--- src/rtl/stb_pkg.sv ---
// Shared types for the store buffer: data_mem access modes, entry layout and access sizing.
package stb_pkg;

  localparam int STB_ADDR_W = 32;
  localparam int STB_DATA_W = 32;

  typedef enum logic [2:0] {
    MODE_BYTE   = 3'b000,
    MODE_HALF   = 3'b001,
    MODE_WORD   = 3'b010,
    MODE_BYTE_U = 3'b011,
    MODE_HALF_U = 3'b100
  } mem_mode_e;

  typedef struct packed {
    logic [STB_ADDR_W-1:0] addr;
    logic [STB_DATA_W-1:0] data;
    mem_mode_e             mode;
  } stb_entry_t;

  function automatic logic [2:0] acc_size(input logic [2:0] mode);
    case (mode)
      MODE_BYTE, MODE_BYTE_U: acc_size = 3'd1;
      MODE_HALF, MODE_HALF_U: acc_size = 3'd2;
      MODE_WORD:              acc_size = 3'd4;
      default:                acc_size = 3'd1;
    endcase
  endfunction

endpackage

--- src/rtl/stb_overlap_chk.sv ---
// Byte-range overlap comparator between one buffered store and the current load.
module stb_overlap_chk
  import stb_pkg::*;
#(
  parameter int ADDR_W = 32
) (
  input  logic [ADDR_W-1:0] st_addr_i,
  input  logic [2:0]        st_mode_i,
  input  logic [ADDR_W-1:0] ld_addr_i,
  input  logic [2:0]        ld_mode_i,
  output logic              overlap_o
);

  // One extra bit keeps a range ending past the top address from wrapping to zero.
  logic [ADDR_W:0] st_lo, st_hi, ld_lo, ld_hi;

  assign st_lo = {1'b0, st_addr_i};
  assign ld_lo = {1'b0, ld_addr_i};
  assign st_hi = st_lo + {{(ADDR_W-2){1'b0}}, acc_size(st_mode_i)} - (ADDR_W+1)'(1);
  assign ld_hi = ld_lo + {{(ADDR_W-2){1'b0}}, acc_size(ld_mode_i)} - (ADDR_W+1)'(1);

  assign overlap_o = (st_lo <= ld_hi) && (ld_lo <= st_hi);

endmodule

--- src/rtl/store_buffer.sv ---
// FIFO of pending stores in front of data_mem; loads win the port, overlapping loads stall.
// Optional macro STB_PERF_EN adds a saturating 16-bit stalled-load cycle counter output.
module store_buffer
  import stb_pkg::*;
#(
  parameter int DEPTH  = 4,
  parameter int ADDR_W = 32
) (
  input  logic              clk,
  input  logic              rst_n,
  input  logic              st_valid,
  output logic              st_ready,
  input  logic [ADDR_W-1:0] st_addr,
  input  logic [31:0]       st_data,
  input  logic [2:0]        st_mode,
  input  logic              ld_en,
  input  logic [ADDR_W-1:0] ld_addr,
  input  logic [2:0]        ld_mode,
  output logic              ld_stall,
  output logic              mem_rd_en,
  output logic              mem_wr_en,
  output logic [ADDR_W-1:0] mem_addr,
  output logic [2:0]        mem_acc_mode,
  output logic [31:0]       mem_wdata,
  output logic              empty
`ifdef STB_PERF_EN
  ,
  output logic [15:0]       perf_stall_cnt
`endif
);

  localparam int PTR_W = $clog2(DEPTH);
  localparam int CNT_W = PTR_W + 1;

  stb_entry_t       entry_q [DEPTH];
  logic [DEPTH-1:0] valid_q, valid_d;
  logic [PTR_W-1:0] wr_ptr_q, wr_ptr_d;
  logic [PTR_W-1:0] rd_ptr_q, rd_ptr_d;
  logic [CNT_W-1:0] count_q, count_d;

  logic             push;
  logic             pop;
  logic             ld_go;
  logic             st_storable;
  logic [DEPTH-1:0] hit;
  stb_entry_t       head;

  assign head        = entry_q[rd_ptr_q];
  assign st_ready    = (count_q != CNT_W'(DEPTH));
  assign empty       = (count_q == '0);
  assign st_storable = (st_mode == MODE_BYTE) || (st_mode == MODE_HALF) || (st_mode == MODE_WORD);
  // Unsigned-mode stores complete the handshake but are dropped.
  assign push        = st_valid && st_ready && st_storable;

  for (genvar i = 0; i < DEPTH; i++) begin : g_chk
    stb_overlap_chk #(
      .ADDR_W(ADDR_W)
    ) u_chk (
      .st_addr_i(ADDR_W'(entry_q[i].addr)),
      .st_mode_i(entry_q[i].mode),
      .ld_addr_i(ld_addr),
      .ld_mode_i(ld_mode),
      .overlap_o(hit[i])
    );
  end

  assign ld_stall = ld_en && |(hit & valid_q);
  assign ld_go    = rst_n && ld_en && !ld_stall;

  always_comb begin
    mem_rd_en    = 1'b0;
    mem_wr_en    = 1'b0;
    mem_addr     = '0;
    mem_acc_mode = '0;
    mem_wdata    = '0;
    pop          = 1'b0;
    if (ld_go) begin
      mem_rd_en    = 1'b1;
      mem_addr     = ld_addr;
      mem_acc_mode = ld_mode;
    end else if (count_q != '0) begin
      mem_wr_en    = 1'b1;
      mem_addr     = ADDR_W'(head.addr);
      mem_acc_mode = head.mode;
      mem_wdata    = head.data;
      pop          = 1'b1;
    end
  end

  always_comb begin
    valid_d  = valid_q;
    wr_ptr_d = wr_ptr_q;
    rd_ptr_d = rd_ptr_q;
    count_d  = count_q + CNT_W'(push) - CNT_W'(pop);
    if (pop) begin
      valid_d[rd_ptr_q] = 1'b0;
      rd_ptr_d          = rd_ptr_q + PTR_W'(1);
    end
    if (push) begin
      valid_d[wr_ptr_q] = 1'b1;
      wr_ptr_d          = wr_ptr_q + PTR_W'(1);
    end
  end

  always_ff @(posedge clk or negedge rst_n) begin
    if (!rst_n) begin
      valid_q  <= '0;
      wr_ptr_q <= '0;
      rd_ptr_q <= '0;
      count_q  <= '0;
    end else begin
      valid_q  <= valid_d;
      wr_ptr_q <= wr_ptr_d;
      rd_ptr_q <= rd_ptr_d;
      count_q  <= count_d;
    end
  end

  // Entry payload needs no reset: valid_q and count_q gate every use of it.
  always_ff @(posedge clk) begin
    if (push) begin
      entry_q[wr_ptr_q] <= '{addr: STB_ADDR_W'(st_addr),
                             data: st_data,
                             mode: mem_mode_e'(st_mode)};
    end
  end

`ifdef STB_PERF_EN
  logic [15:0] perf_stall_cnt_q, perf_stall_cnt_d;

  always_comb begin
    perf_stall_cnt_d = perf_stall_cnt_q;
    if (ld_stall && (perf_stall_cnt_q != 16'hFFFF)) begin
      perf_stall_cnt_d = perf_stall_cnt_q + 16'd1;
    end
  end

  always_ff @(posedge clk or negedge rst_n) begin
    if (!rst_n) begin
      perf_stall_cnt_q <= '0;
    end else begin
      perf_stall_cnt_q <= perf_stall_cnt_d;
    end
  end

  assign perf_stall_cnt = perf_stall_cnt_q;
`endif

`ifndef SYNTHESIS
  a_no_ld_st_same_cycle : assert property (@(posedge clk) disable iff (!rst_n) !(st_valid && ld_en))
    else $warning("store_buffer: st_valid and ld_en asserted in the same cycle");
`endif

endmodule

--- config.mk ---
export PLATFORM = sky130hd
export DESIGN_NAME = store_buffer
export DESIGN_NICKNAME = d
export VERILOG_FILES = /design/src/rtl/stb_pkg.sv /design/src/rtl/stb_overlap_chk.sv /design/src/rtl/store_buffer.sv
export SDC_FILE = /design/constraint.sdc
export NUM_CORES = 1
export LEC_CHECK = 0
export CORE_ASPECT_RATIO = 1.2
export CORE_MARGIN = 8
export CORE_UTILIZATION = 50
export CTS_CLUSTER_SIZE = 12
export DETAILED_ROUTE_END_ITERATION = 8
export PLACE_DENSITY = 0.7
export SYNTH_ARGS = -nofsm -noshare
export SYNTH_HDL_FRONTEND = slang
export SYNTH_SLANG_ARGS = --single-unit
--- constraint.sdc ---
create_clock -name clk -period 29.1 [get_ports clk]
set_clock_uncertainty 0.1 [all_clocks]
set_input_delay 5.82 -clock clk [delete_from_list [all_inputs] [get_ports clk]]
set_output_delay 5.82 -clock clk [all_outputs]
set_load 0.01 [all_outputs]
==> run metrics <==
DRC Markers 0; Fin Setup TNS 0 ns; Pint 1.16 mW; Synth top area share 0.320; mapped cell area 25200 um^2; chip width 221 um; crit path max fanout 37; crit path launch type input port; Syn Nets 2992; Seq pwr share 0.281; RSZ-0062 raised after global routing no; Initial Util 0.503; post-synth top area cell edfxtp_1; crit path DAT 15.17 ns; Tot GR Track Use 0.279; Setup Fix Bufs, Post-CTS 0; Worst slew margin 0.172; maximum clock path buffer count 3; Inserted Clock Buffers 30; I/O Pins 178; Leakage 12.4 nW; nets 3179; Critical path origin ld_mode[2]; core area 50000 um^2; Seq cells post-synth 279; total gr overflow 0; WP buf/inv 3; clock sink count 279; clock root cell clkbuf_16; predominant post-synthesis flop cell edfxtp_1; Post-synth EDFFs 268; clock slew at reported path FFs 0.06 ns; most frequent cell after synthesis ha_1; drt total wl 81300 um; Min-Delay Path Class flip-flop to flip-flop; worst hold start valid_q[1]; Final Util 0.572; Fmax 47.4 MHz; min Tclk post-route 21.09 ns; switching pwr 0.713 mW; Hold Vio Cnt, Final 0; post-placement cell count 3247; fraction of layout cells with a size suffix above 1 0.0591; Avg WL per Cell 24.7 um; vias in the first global route 20300; FF-to-FF Start entry_q[1][2]; slew at the pin with the worst max-slew slack 1.23 ns; WP data required 23.18 ns; First DRT Iteration DRCs 1457; Mean Syn Cell Area 10.3 um^2; Post-CTS Hold Buffers 0; synthesis-to-layout area growth 13.6%; Syn Inst Count 2448; Critical Path Sink Type output pin; part of the Yosys area used for sequential elements 0.331; Port Buf Inserts 177; final setup fails 0; n_diodes 0; first-pass GRT wire length 122000 um; peak supply drop 0.0672 mV; H-tree Lvls 1; post_cts resized 0; switch share 0.381; DRT Pass-1 Iters 6; ANT nets after route 0; fin area 28600 um^2; PD cells 65.4 nW/um^2; library cells used by synthesis 84; async set or reset register ratio after synthesis 0.0394; Logic pwr share 0.518; DIE HEIGHT 262 um; synthesis warning total 0; top post-synthesis cells by count ha_1, edfxtp_1, inv_1; Crit path max-delay family compound AO/OA/AOI/OAI gates; hpwl dp 65800 um; routed via count 20100; initial antenna violation count 0; crit-path most repeated cell ha_1; Placed Area 27600 um^2; worst skew pair latency 0.59 ns; status completed; Non-Filler Instances 3299; slowest stage delay, CP 1.08 ns; fin. max-slew vios 0; clock network fraction of design power 0.202; CP max stage cell nor4_1; maxcap violations 0; GPL Wtd Cong 0.965; kind of critical path input port to output pin; Min Hold Slack 0.410 ns; drt via density 6.08; row cnt 90; die area 57800 um^2; largest net degree at the start of global routing 67; Tcrit/Tclk final 0.725; top post-synthesis cells by area edfxtp_1, ha_1, mux4_2; CTS tree done
[per-stage QoR]
stage	worst slack (ns)	power (mW)
after global placement	8.14	1.48
after detailed placement	7.95	1.50
after global routing	7.74	1.99
final	8.01	1.87
after CTS	8.05	1.88
after floorplan	11.75	1.13
[layer usage]
layer  vias to the layer above  share of wire  GRT usage  wire length (um)
met1                      9633           0.40      0.333             32300
met2                       670           0.48      0.479             39000
met5                         -              0          0                 0
met3                       187          0.052     0.0344              4220
met4                         0          0.071      0.170              5810
li1                       9581              -          -                 -
[flip-flops by register name (all words and copies together), names as in the netlist]
register  cells
entry_q     268
valid_q       4
count_q       3
rd_ptr_q      2
wr_ptr_q      2
[area by class of cell]
class                   count  area [um^2]
multi-input cells        1887        15700
fillers                  4364        21400
repair buffers            187         1850
clock buffers              42          836
well taps                 644          806
clock inverters            10          115
flip-flops and latches    279         8330
inverters                 250          938
[cells in the final DEF (no fill, tap or decap), drive strengths merged, types with 32 or more instances in the layout]
cell / n
ha: 432
edfxtp: 268
inv: 250
a21oi: 219
clkdlybuf4s50: 177
nand2: 144
a21o: 107
o21ai: 101
nor2: 97
xor2: 84
mux4: 67
xnor2: 63
nand3: 58
nand4: 54
and2: 50
clkbuf: 42
mux2i: 37
nor3: 34
nand2b: 32
[power by group through the flow]
stage / Clock, mW / Combinational, mW / Sequential, mW
3_5_place_dp: 0 / 0.963 / 0.533
6_report: 0.377 / 0.968 / 0.524
3_3_place_gp: 0 / 0.949 / 0.532
4_1_cts: 0.383 / 0.971 / 0.525
2_1_floorplan: 0 / 0.625 / 0.506
5_1_grt: 0.396 / 1.06 / 0.529
[logic make-up after synthesis]
| kind of cell | after synthesis | share of synthesized area |
|---|---|---|
| compound gates | 617 | 0.158 |
| xor+xnor | 147 | 0.0515 |
| fa+ha+maj | 440 | 0.220 |
| buf+inv | 282 | 0.0449 |
| flops | 279 | 0.331 |
| mux | 104 | 0.0747 |
| simple gates | 579 | 0.119 |
[worst register-to-register path: cells and delay by family, from the launching register on]
kind | cells | cell delay (ns)
AOI/OAI and AO/OA | 15 | 3.73
adders and majority gates | 7 | 2.16
and+or+nand+nor | 5 | 1.32
xor gates and xnor gates | 4 | 0.63
DFF | 1 | 0.42
buffers and inverters | 4 | 0.37
[worst paths after layout]
path / to / slack, ns / cells after the start
max in group asynchronous: rd_ptr_q[1] / 23.26 / 2
min reg2reg: valid_q[1] / 0.41 / 1
max: mem_addr[5] / 8.01 / 27
min: valid_q[1] / 0.41 / 1
min in group asynchronous: rd_ptr_q[0] / 5.45 / 2
max reg2reg: count_q[2] / 20.30 / 35
Note: power is estimated with default switching activity, not from simulation.
